`src/rtl/counter_seq.sv`:
```
// counter_seq
//
// Command-driven sequencer for an external 8-bit loadable counter. A
// start/end command is taken over a valid/ready handshake. The sequencer
// loads the counter with the start value, then enables it until the count
// reaches the end value, and pulses done when it gets there. It also keeps
// its own expected count and raises a sticky error if the counter ever
// disagrees with it. This block is the only driver of the counter's load,
// enable and data_in.
//
// Ports
//   clk        in   system clock, rising edge
//   rst        in   synchronous active-high reset
//   cmd_valid  in   command present
//   cmd_ready  out  sequencer can accept a command (IDLE)
//   cmd_start  in   value loaded into the counter
//   cmd_end    in   terminal count value
//   hold       in   pause; suppresses ctr_enable while high
//   abort      in   cancels the active command (honoured in RUN only)
//   ctr_load   out  counter load strobe
//   ctr_enable out  counter count enable
//   ctr_data   out  counter data_in (always the captured start value)
//   ctr_count  in   counter count output
//   busy       out  high in LOAD, RUN and DONE
//   done       out  one-cycle completion pulse
//   err        out  sticky count-mismatch flag, cleared only by rst

module counter_seq #(
    parameter int WIDTH = 8
) (
    input  logic             clk,
    input  logic             rst,
    input  logic             cmd_valid,
    output logic             cmd_ready,
    input  logic [WIDTH-1:0] cmd_start,
    input  logic [WIDTH-1:0] cmd_end,
    input  logic             hold,
    input  logic             abort,
    output logic             ctr_load,
    output logic             ctr_enable,
    output logic [WIDTH-1:0] ctr_data,
    input  logic [WIDTH-1:0] ctr_count,
    output logic             busy,
    output logic             done,
    output logic             err
);

    typedef enum logic [1:0] {
        S_IDLE,
        S_LOAD,
        S_RUN,
        S_DONE
    } state_e;

    state_e           state_q, state_d;
    logic [WIDTH-1:0] start_q, start_d;
    logic [WIDTH-1:0] end_q,   end_d;
    logic [WIDTH-1:0] exp_q,   exp_d;
    logic             err_q,   err_d;

    logic             at_end;

    assign at_end = (ctr_count == end_q);

    // The counter's data_in is only sampled while ctr_load is high, so it can
    // simply follow the captured start value; this also makes it 0 after reset.
    assign ctr_data = start_q;
    assign err      = err_q;

    always_comb begin
        // NOTE: every signal written here gets a default first, so no path
        // through the case leaves a value unassigned and no latch is inferred.
        state_d    = state_q;
        start_d    = start_q;
        end_d      = end_q;
        exp_d      = exp_q;
        err_d      = err_q;
        cmd_ready  = 1'b0;
        busy       = 1'b0;
        done       = 1'b0;
        ctr_load   = 1'b0;
        ctr_enable = 1'b0;

        unique case (state_q)
            S_IDLE: begin
                cmd_ready = 1'b1;
                if (cmd_valid) begin
                    start_d = cmd_start;
                    end_d   = cmd_end;
                    state_d = S_LOAD;
                end
            end

            S_LOAD: begin
                busy     = 1'b1;
                ctr_load = 1'b1;
                // The counter shows start_q from the next cycle on, so the
                // checker's expectation starts there too.
                exp_d    = start_q;
                state_d  = S_RUN;
            end

            S_RUN: begin
                busy       = 1'b1;
                ctr_enable = !hold && !abort && !at_end;
                if (ctr_enable) begin
                    exp_d = exp_q + 1'b1;
                end
                if (ctr_count != exp_q) begin
                    err_d = 1'b1;
                end
                // abort takes priority over reaching the end value: a
                // cancelled command never produces a done pulse.
                if (abort) begin
                    state_d = S_IDLE;
                end else if (at_end) begin
                    state_d = S_DONE;
                end
            end

            S_DONE: begin
                busy    = 1'b1;
                done    = 1'b1;
                if (ctr_count != exp_q) begin
                    err_d = 1'b1;
                end
                state_d = S_IDLE;
            end

            default: begin
                state_d = S_IDLE;
            end
        endcase
    end

    always_ff @(posedge clk) begin
        // NOTE: reset is sampled on the clock edge, and every register here
        // has a defined reset value (including the captured command), so the
        // outputs that decode from them are known the cycle after rst.
        if (rst) begin
            state_q <= S_IDLE;
            start_q <= '0;
            end_q   <= '0;
            exp_q   <= '0;
            err_q   <= 1'b0;
        end else begin
            // NOTE: non-blocking assignments so every register updates from
            // the same pre-edge values regardless of statement order.
            state_q <= state_d;
            start_q <= start_d;
            end_q   <= end_d;
            exp_q   <= exp_d;
            err_q   <= err_d;
        end
    end

endmodule

```
`config.mk`:
```
export PLATFORM = sky130hd
export DESIGN_NAME = counter_seq
export DESIGN_NICKNAME = d
export VERILOG_FILES = /design/src/rtl/counter_seq.sv
export SDC_FILE = /design/constraint.sdc
export NUM_CORES = 1
export LEC_CHECK = 0
export CAP_MARGIN = 20
export CORE_MARGIN = 10
export CORE_UTILIZATION = 35
export DETAILED_ROUTE_END_ITERATION = 7
export GPL_TIMING_DRIVEN = 0
export HOLD_SLACK_MARGIN = 0.02
export PLACE_DENSITY = 0.6
export SLEW_MARGIN = 0
export SYNTH_ARGS = -nofsm -noshare
export SYNTH_HDL_FRONTEND = slang
export SYNTH_SLANG_ARGS = --single-unit
```
`constraint.sdc`:
```
create_clock -name clk -period 2 [get_ports clk]
set_input_delay 0.5 -clock clk [delete_from_list [all_inputs] [get_ports clk]]
set_output_delay 0.5 -clock clk [all_outputs]
set_load 0.005 [all_outputs]
```
======== Word-level counts from Yosys, hierarchy flattened ========
Index checks and enable logic that the tools add are counted.
word-level totals
  register bits after elaboration ......... 27
  output and inout bits ................... 14
cells by class
  $add $sub $neg .......................... 1
  equal/unequal tests ..................... 8
  mux-type cells .......................... 11
  reductions and logical operators ........ 13
operators by type and width
  kind                                                              count
  8-bit one-hot mux with 2 select lines                             1
  8-bit by 1-bit adder with 8-bit output (second input constant)    1
  8-bit == test                                                     1
  8-bit two-way mux                                                 1
  8-bit inequality test                                             1
  2-bit one-hot mux with 4 select lines                             1
  2-bit AND reduction                                               4
  2-bit two-way mux                                                 3
  1-bit two-way mux                                                 5
  2-bit == test (second input constant)                             2
  2-bit inequality test (second input constant)                     2
  1-bit logical NOT                                                 3
  3-bit inequality test (second input constant)                     1
  3-bit OR reduction                                                1
  2-bit by 1-bit == test with 1-bit output (second input constant)  1
  1-bit logical AND                                                 2
  2-bit logical NOT                                                 1
  2-bit nonzero test                                                1
  2-bit OR reduction                                                1

======== Depth between registers and ports, before layout ========
Gate-level depths: netlist of run 1.
  word-level depth ........................ 5
  depth in mapped cells ................... 7
  gate-level depth less buffers ........... 6

======== Least setup slack after synthesis of run 1 ========
OpenSTA, ideal clock, no wires.
  path kind ............................... input to output
  start ................................... input port ctr_count[7]
  end ..................................... output port ctr_enable
  arrival time ............................ 1,181 ps
  required time ........................... 1,500 ps
  path slack .............................. 319 ps
  stages .................................. 5
  path through ............................ xor2_1 -> nor4_2 -> nand2_1 -> nand2_1 -> inv_1
between the ends
  word-level cells in the longest chain between the ends .. 4
ends and longest elaborated chain
  what                line  RTL
  start: declaration  42    input logic [WIDTH-1:0] ctr_count,
  8-bit == test       63    assign at_end = (ctr_count == end_q);
  1-bit logical NOT   105   ctr_enable = !hold && !abort && !at_end;
  1-bit logical AND   105
  1-bit two-way mux   84    unique case (state_q)
  end: declaration    40    output logic ctr_enable,
Every way passes these cells.

======== Worst setup path in the final report of run 1 ========
  start ................................... register end_q[2]
  end ..................................... output port ctr_enable
between the ends
  word-level cells in the longest chain between the ends .. 4
ends and longest elaborated chain
  what                      line  RTL
  start: declaration        57    logic [WIDTH-1:0] end_q, end_d;
  start signal: assignment  151   end_q <= end_d;
  8-bit == test             63
  1-bit logical NOT         105
  1-bit logical AND         105
  1-bit two-way mux         84
Every way passes these cells.

==> results summary, run 1 <==
For the pin with the worst max-slew slack, the measured transition is roughly 490 ps. The overall routing resource usage is between 10% and 20%. The port buffer count is 41. The final hold slack is about 470 ps. During I/O placement, the number of pins put on the boundary was 43. The later pin in the worst-skew pair is clocked with a latency of about 280 ps. The worst-case clock skew is roughly 3.6 ps. The number of standard-cell rows in the floorplan is 22. The final weighted congestion in routability-driven placement came out at around 0.76. The final instance area is 0.00193 mm². The final count of negative-setup-slack endpoints is 1. The synthesized netlist devotes between 10% and 20% of its cell area to compound gates.

The number of max-slew violations in the final report came out at 0. The final reports fail on negative setup slack. The area share of xor/xnor cells in the synthesized design came out at 10.0%.

The post-layout net count came out at 260. The HPWL after detailed placement is around 3200 µm. The H-tree depth is 1. The total via count in the routed design is between 1000 and 1500. The number of enable-type register cells in the synthesized netlist came out at 0. The accumulated negative setup slack is -2.88 ps. The synthesized design contains 27 register bits. The total chip power is 1150 µW. The width of the die came out at about 83 µm.

The effective utilization at floorplan came out at a little under two fifths. The critical path endpoint category is a primary output. After synthesis, the largest family of logic cells by area is simple AND/OR/NAND/NOR gates. The count of warnings emitted by yosys came out at 0. The total CTS buffers is 3.

The analysis attributes to cell leakage a power of around 0.00078 µW. The maximum clock frequency came out at 499 MHz. The number of fill cells came out at 361.

The number of diodes added for antenna fixing came out at 0. The final critical delay including setup and external delays came out at 2000 ps. The average wire per standard cell came out at 14.7 µm.

Data on the critical path is required at its endpoint by roughly 1500 ps. The post-synthesis mux area share came out at 1.52%. The share of synthesized area in the top cell type comes to approximately 39%. Counting instances in the post-synthesis netlist gives the leading cell types as sky130_fd_sc_hd__nand2_1, sky130_fd_sc_hd__dfxtp_1, sky130_fd_sc_hd__a21oi_1. The core footprint came out at about 0.0038 mm². The number of distinct library cells after synthesis came out at 38. The count of endpoints failing hold in the final timing report came out at 0. The number of global-route vias before repair is around 1400.

Of the available clock period, the critical path in the final layout requires 100%. Max-cap violations in this run came to 0. The relative max-transition margin came out at 67.3%. The proportion of synthesized flip-flops having asynchronous set or reset is 0%. The summed instance area of the synthesized netlist came out at between 0.001 and 0.0015 mm². The cell count after synthesis came out at around 180. Setup repair after global routing could not meet its margin everywhere. The initial DRC count came out at 128. The simple-gate area share of the yosys netlist came out at 28.2%. After clock tree synthesis, the clock-pin slew on the worst setup and hold paths is ~90 ps. The post-place instance area is approximately 0.0019 mm². The flip-flop cell with the highest count after synthesis is sky130_fd_sc_hd__dfxtp_1. By startpoint and endpoint, the worst setup path is classified as reg -> out.

sky130_fd_sc_hd__nand2_1 is the most common cell in the netlist. The final wirelength is roughly 4100 µm. The clock net sink count came out at 27. The power density relative to cell area is approximately 590 mW/mm². The data arrival time of the critical path came out at around 1500 ps. TritonCTS built the clock tree. The synthesized area divided by synthesized cell count is slightly below 8 µm². The share of post-route cells with drive strength above 1 came out at between 10% and 20%. In this run the worst hold path is classified as reg -> reg.

The initial antenna violation count came out at 0. The vertical die dimension is about 83 µm. In this run the clock root is driven by a sky130_fd_sc_hd__clkbuf_8. The worst setup path is launched from a flip-flop.

The average vias per placed instance came out at 5.01. Ranked by total cell area, the synthesized netlist is headed by sky130_fd_sc_hd__dfxtp_1, sky130_fd_sc_hd__nand2_1, sky130_fd_sc_hd__xor2_1, sky130_fd_sc_hd__a21oi_1, sky130_fd_sc_hd__a31oi_1. The cell accounting for the most synthesized area is sky130_fd_sc_hd__dfxtp_1. The first global-routing pass estimated around 6600 µm of wire. The total global routing overflow came out at 0. The area of the die is 0.00692 mm². The flow ran to the end, but the final reports show violations.

The maximum fanout along the worst path is 2. The worst path setup slack after routing is -2.88 ps. The number of search-and-repair iterations in the first detailed-routing pass came out at 4. The part of the Yosys area used for sequential elements is 38.7%. The largest net degree at the start of global routing is 16. The number of nets handed over by synthesis was around 210. The peak supply drop came out at about 450 µV. The area overhead of the layout relative to synthesis came out at 38.1%. The adder-cell share of the synthesized area came out at less than 1%. The number of routed nets with antenna violations is 0. The maximum buffer depth of the clock tree is 2. For this run, design rule violations remaining after detail routing come to 0.
## registers in the layout (all words and copies together), names as in the netlist
signal	count
ctr_data	8
err	1
end_q	8
exp_q	8
state_q	2
## layout make-up
cell class / count / area, µm² / area share (%)
Timing Repair Buffer: 46 / 410 / 21.3
Inverter: 4 / 17.5 / 0.907
Tap cell: 48 / 60.1 / 3.11
Sequential cell: 27 / 548 / 28.4
Multi-Input combinational cell: 139 / 798 / 41.3
Buffer: 9 / 50.0 / 2.59
Clock buffer: 3 / 41.3 / 2.14
Clock inverter: 1 / 5.00 / 0.259
## power by group
part	switching (µW)	internal, µW	leakage, µW	total, µW
clock network	174	140	0.0000255	314
registers	28.5	568	0.000223	597
logic	110	127	0.000529	238
## cells by family (layout without fill, tap and decap cells)
family,after synthesis,count (layout)
compound gates,39,39
buf+inv,13,63
fa+ha+maj,1,1
xor+xnor,16,16
mux,2,2
flops,27,27
simple gates,81,81
## critical path, stage by stage (launching register included)
cell and delay (ps):
sky130_fd_sc_hd__dfxtp_2 340, sky130_fd_sc_hd__xor2_1 160, sky130_fd_sc_hd__nor4_2 330, sky130_fd_sc_hd__nand2_1 150, sky130_fd_sc_hd__nand2_1 100, sky130_fd_sc_hd__inv_1 30, sky130_fd_sc_hd__buf_2 110
## repair_timing
action                                  4_1_cts  5_1_grt
pin swaps                                     4        3
setup buffers                                 5        0
resized for setup                            39        3
endpoints found under the hold margin         0        0
hold buffers                                  0        0
endpoints found under the setup margin        2        2
## layout by cell type (no fill, tap or decap), drive strengths merged
master / synthesis / final
a211oi: 2 / 2
a21oi: 22 / 22
a311oi: 1 / 1
a31oi: 7 / 7
and2: 6 / 6
and2b: 1 / 1
and3: 1 / 1
buf: 4 / 16
clkbuf: 5 / 9
clkdlybuf4s15: 0 / 1
clkdlybuf4s50: 0 / 31
clkinv: 0 / 1
dfxtp: 27 / 27
dlymetal6s2s: 0 / 1
ha: 1 / 1
inv: 4 / 4
mux2: 1 / 1
mux2i: 1 / 1
nand2: 51 / 51
nand2b: 2 / 2
nand3: 1 / 1
nand4: 2 / 2
nor2: 4 / 4
nor2b: 1 / 1
nor3: 3 / 3
nor4: 5 / 5
o211ai: 1 / 1
o21ai: 1 / 1
o22ai: 1 / 1
o311a: 1 / 1
o311ai: 1 / 1
o31ai: 2 / 2
or3: 2 / 2
or4: 2 / 2
xor2: 16 / 16
## layer usage
metal  wire length [µm]  global-route usage [%]  up-vias
met1               1780                    13.1      630
met5                  0                       0        -
li1                   -                       -      713
met4                 48                    4.46        0
met2               1940                    17.9       39
met3                310                    4.79        5
## final timing paths
path	start	to	slack, ps	cells after the start
max reg2reg	end_q[2]	exp_q[7]	290	6
min reg2reg	end_q[2]	end_q[2]	470	2
max	end_q[2]	ctr_enable	-3	6
min	end_q[2]	end_q[2]	470	2
## through the flow
stage                     utilization, %  setup WS (ps)  cells
after CTS                           51.2          -3.71    277
after global routing                51.2           -134    277
after floorplan                        -            319    179
final                               51.2          -2.88    277
after detailed placement            49.5           -729    268
after global placement              49.5           -743    268
No activity file was read; power rests on OpenSTA's default activity.
==> inputs of run 2 (changes only) <==
--- a/config.mk
+++ b/config.mk
@@ -7,11 +7,11 @@
 export LEC_CHECK = 0
 export CAP_MARGIN = 20
 export CORE_MARGIN = 10
-export CORE_UTILIZATION = 35
+export CORE_UTILIZATION = 46
 export DETAILED_ROUTE_END_ITERATION = 7
 export GPL_TIMING_DRIVEN = 0
 export HOLD_SLACK_MARGIN = 0.02
-export PLACE_DENSITY = 0.6
+export PLACE_DENSITY = 0.76
 export SLEW_MARGIN = 0
 export SYNTH_ARGS = -nofsm -noshare
 export SYNTH_HDL_FRONTEND = slang
==> results summary, run 2 (same netlist as run 1, synthesis figures left out) <==
During I/O placement, the number of pins put on the boundary was 43. The final hold slack is 472 ps. The critical path endpoint category is a primary output. The number of standard-cell rows in the floorplan is 19. In this run the static leakage power is roughly 0.00077 µW. In the layout the commonest cells are sky130_fd_sc_hd__nand2_1, sky130_fd_sc_hd__clkdlybuf4s50_1, sky130_fd_sc_hd__dfxtp_1.

The final critical delay including setup and external delays came out at between 2000 and 2500 ps. Buffers inserted to repair hold after CTS numbered 0. The actual slew at the worst max-slew pin is between 400 and 500 ps.

The worst setup path is launched from an input pin. The largest incremental delay on the critical path is 270 ps. The width of the die is 75.1 µm. The first-pass GRT wire length is between 6000 and 7000 µm. The most common library cell in the layout ignoring fill and taps is sky130_fd_sc_hd__nand2_1.

The core footprint came out at between 0.002 and 0.003 mm². For this run, the top clock speed supported by timing is just under 500 MHz. CTS built an H-tree with a depth of 1. The share of post-route cells with drive strength above 1 came out at a little under an eighth. The cell chosen for the clock root is sky130_fd_sc_hd__clkbuf_4. On the critical path the largest part of the delay comes from simple AND/OR/NAND/NOR gates. The area of the die came out at 0.00564 mm². Clock-pin slew was measured on the worst setup and hold paths at approximately 150 ps. The final instance area came out at 0.00190 mm². The vertical die dimension came out at between 70 and 80 µm.

The overall routing resource usage came out at 15.2%. The worst setup path is of the in -> out kind. The data arrival time of the critical path came out at around 1600 ps. The worst hold path belongs to the class reg -> reg.

The number of search-and-repair iterations in the first detailed-routing pass came out at 6. The final weighted congestion in routability-driven placement came out at roughly 0.84. The power density relative to cell area came out at 572 mW/mm². The number of routed nets with antenna violations is 0.

The initial DRC count is 92. The total CTS buffers is 3. The area overhead of the layout relative to synthesis came out at 35.6%.

The relative max-transition margin is between 60% and 70%. Among all stages on the critical path, the largest delay is contributed by sky130_fd_sc_hd__nor4_2. The total global routing overflow came out at 0. The number of global-route vias before repair was between 1000 and 1500.

The count of endpoints failing hold in the final timing report is 0. The final wirelength came out at 4110 µm. The worst slack at placement came out at -738 ps. Counting every sink on the clock net gives 27. The number of max-slew violations in the final report is 0. The port buffer count came out at about 40.

The worst-case clock skew came out at around 7.0 ps. The fraction of the cycle the final worst path needs is 103%. The average wire per standard cell came out at ~16 µm. The flow ran to the end, but the final reports show violations.

The critical path buffer and inverter count is 3. Setup repair after global routing could not meet its margin everywhere. The post-place instance area came out at about 0.0018 mm². The total chip power is approximately 1100 µW. The total via count in the routed design came out at around 1400. The peak supply drop is approximately 360 µV. In the routed layout, each cell is associated on average with a via count of 5.57.

After legalization and detailed placement, the total HPWL measured about 3200 µm. The post-layout net count came out at 258. The maximum buffer depth of the clock tree came out at 2.

The data required time of the worst path is about 1500 ps. The final count of negative-setup-slack endpoints is 1. The initial antenna violation count came out at 0. The maximum fanout along the worst path came out at 2. The clock latency on the worst-skew pair came out at 340 ps.

The cell that appears most often on the critical path is sky130_fd_sc_hd__nand2_1. The effective utilization at floorplan came out at between 40 and 50%. The largest net degree at the start of global routing is 15. The final routed DRC violation total is 0. The clock tree from TritonCTS is yes. The number of diodes added for antenna fixing is 0. The worst path setup slack after routing came out at -57.5 ps. The signal on the critical path passes through dlygate4sd2_1 > xor2_1 > nor4_2 > nand2_1 > nand2_1 > inv_1 > buf_2. The checks that failed: negative setup slack. The count of max-cap constraint violations came out at 0.
## run 2: cell types whose count changed in the layout (fill, tap and decap cells not counted), sizes merged
cell           delta
buf               -7
clkinv            -1
clkdlybuf4s15     +3
clkbuf            +2
dlygate4sd2       +2
clkdlybuf4s50     -1
## run 2: worst min-delay path, cell delays in order (launching register included)
cell and delay [ps]:
sky130_fd_sc_hd__dfxtp_2 350, sky130_fd_sc_hd__nand2_1 50, sky130_fd_sc_hd__a21oi_1 50
## run 2: worst paths after layout
path	start	end	slack [ps]	depth (start not counted)
worst max-delay path	ctr_count[3]	ctr_enable	-60	7
worst min-delay path	end_q[1]	end_q[1]	470	2
worst min register to register	end_q[1]	end_q[1]	470	2
worst max register to register	state_q[1]	exp_q[7]	300	6
## run 2: metrics by stage
stage / util [%] / setup TNS (ps) / cells
floorplan: - / 0 / 179
global placement: 65.3 / -2250 / 251
detailed placement: 65.3 / -2440 / 251
CTS: 67.1 / -82.5 / 258
global route: 67.0 / -149 / 258
finish: 67.0 / -57.5 / 258
## run 2: report_power, final
part | switching, µW | internal [µW] | leakage (µW)
Combinational | 110 | 127 | 0.000529
Clock | 172 | 78.5 | 0.0000150
Sequential | 28.6 | 569 | 0.000223
Total | 311 | 774 | 0.000767
## run 2: layer usage
metal	wire (µm)	vias up	GRT usage, %
met5	0	-	0
met3	270	4	4.86
met4	45	0	5.88
met1	1670	682	16.9
met2	2130	40	26.3
li1	-	711	-
## run 2: area by class of cell
cell class              count  area [µm²]
well taps                  31        38.8
plain buffers               9        50.0
fillers                   246         933
flip-flops and latches     27         548
repair buffers             44         414
clock buffers               4        26.3
multi-input cells         139         801
inverters                   4        17.5
## run 2: repair_timing
item / 4_1_cts / 5_1_grt
pin swaps: 4 / 4
resized for setup: 28 / 7
buffers inserted: 3 / 0
endpoints found under the setup margin: 5 / 4
==> inputs of run 3 (changes only) <==
--- a/config.mk
+++ b/config.mk
@@ -12,7 +12,7 @@
 export GPL_TIMING_DRIVEN = 0
 export HOLD_SLACK_MARGIN = 0.02
 export PLACE_DENSITY = 0.76
-export SLEW_MARGIN = 0
+export SKIP_LAST_GASP = 1
 export SYNTH_ARGS = -nofsm -noshare
 export SYNTH_HDL_FRONTEND = slang
 export SYNTH_SLANG_ARGS = --single-unit
==> results of run 3 <==
The final DEF is identical to that of run 2; final timing and power are the same.
==> variant (flow settings as in run 2) <==
`WIDTH`: 8 -> 10.
--- a/src/rtl/counter_seq.sv
+++ b/src/rtl/counter_seq.sv
@@ -26,7 +26,7 @@
 //   err        out  sticky count-mismatch flag, cleared only by rst
 
 module counter_seq #(
-    parameter int WIDTH = 8
+    parameter int WIDTH = 10
 ) (
     input  logic             clk,
     input  logic             rst,
Interface: changed (resized cmd_end, cmd_start, ctr_count and ctr_data); port bits go from 43 to 51. No check against the original RTL was run, so the function may have changed too.
==> variant against run 2 <==
Synthesized area grew 24%; cell count is 29% higher; routed wire length rose by 28%; sequential cell count increased by 6; worst setup slack improved by 0.085 ns; largest cell class unchanged; power rose by 46%; count of clock-buffer cells in the layout is 3 higher; design area increased by 30%.
==> variant: results <==
[grt]
grt_start_max_net_pins = 11
grt_pass1_wl_mm = 8.590
met1_usage = 0.1974
groute.layer.met2.usage = 0.2646
first_global_vias = 1793

[hold_path]
hp-start = end_q[0]
min_to = end_q[0]

[setup_path]
slowest_stage = nor3_4
reg2reg_to = exp_q[9]
ff2ff_path_depth = 7
rr_startpoint = state_q[0]

[drt]
drt_iter0_drc = 143
dr_wl_met3_um = 440
wl_met2_mm = 2.563
wl_per_cell_um = 15.74
wl_met1_mm = 2.196

[placed_design]
pre_cts_ws_ns = -0.8103
placed_area_sq_mm = 0.002297
place.gp.congestion = 0.8812
post-dp-hpwl_mm = 4.002
portBuffers = 50

[cts]
cts-htree-levels = 2
path_clk_slew_ns = 0.06
cts_buffers = 5
insertion_delay_ns = 0.29

[timing]
finClkSkew_ns = 0.006631
slew_headroom = 0.6108

[final_layout]
buf_share = 0.2156
final-clk-cell-share = 0.03517
multi_input_comb_cells = 175
nFillCells = 318
final_util = 0.6705
final_cells = 334
inv_count = 6

[synth]
synth.area.top_cells = dfxtp_1 38%, nand2_1 9.9%, a21oi_1 8.1%
ys_types = 40
syn_nets = 262
ys_ff_latch = 33
synth_commonest_cells = 46 x nand2_1, 33 x dfxtp_1, 28 x a21oi_1, 17 x nor2_1, 13 x xnor2_1

[power]
intPower_mw = 1.141
p_leak_nw = 0.9451

[run_status]
status = complete, no violations
-- variant: cell count changes after synthesis, sizes merged, moves of 4 or more --
cell / run 2 / this run
a21oi: 22 / 28
and2: 6 / 2
dfxtp: 27 / 33
xor2: 16 / 9
xnor2: 0 / 13
nand2: 51 / 46
clkbuf: 5 / 10
nor2: 4 / 17
o21ai: 1 / 6
nand3: 1 / 6
a31oi: 7 / 3
-- variant: cells by family after synthesis --
group,after synthesis,share of synthesized area
AO/OA/AOI/OAI,53,0.1873
XOR/XNOR,22,0.1110
adder cells (fa/ha/maj),1,0.007203
buffers and inverters,18,0.04035
flip-flops,33,0.3804
multiplexers,1,0.005764
AND/OR/NAND/NOR,98,0.2680
-- variant: repair_timing --
action | CTS | global route
pin swaps | 11 | 7
hold endpoints to repair | 0 | 0
endpoints found under the setup margin | 3 | 13
buffers inserted | 3 | 0
resized for setup | 37 | 22
-- variant: worst max-delay path by stage --
stage / from / endpoint / slack (ns) / cells past startpoint
2_1_floorplan: ctr_count[2] / exp_q[9] / 0.34 / 6
3_3_place_gp: ctr_count[4] / ctr_enable / -0.79 / 6
3_5_place_dp: ctr_count[4] / ctr_enable / -0.81 / 6
4_1_cts: ctr_count[6] / ctr_enable / -0.04 / 6
5_1_grt: ctr_count[6] / ctr_enable / -0.08 / 6
6_report: ctr_count[1] / ctr_enable / 0.03 / 6
-- variant: power groups by stage --
| stage | clock (mW) | combinational (mW) | sequential, mW |
|---|---|---|---|
| after floorplan | 0 | 0.153 | 0.738 |
| after global placement | 0 | 0.304 | 0.746 |
| after CTS | 0.519 | 0.317 | 0.735 |
| after global routing | 0.549 | 0.359 | 0.743 |
| final | 0.518 | 0.322 | 0.739 |
| after detailed placement | 0 | 0.309 | 0.748 |
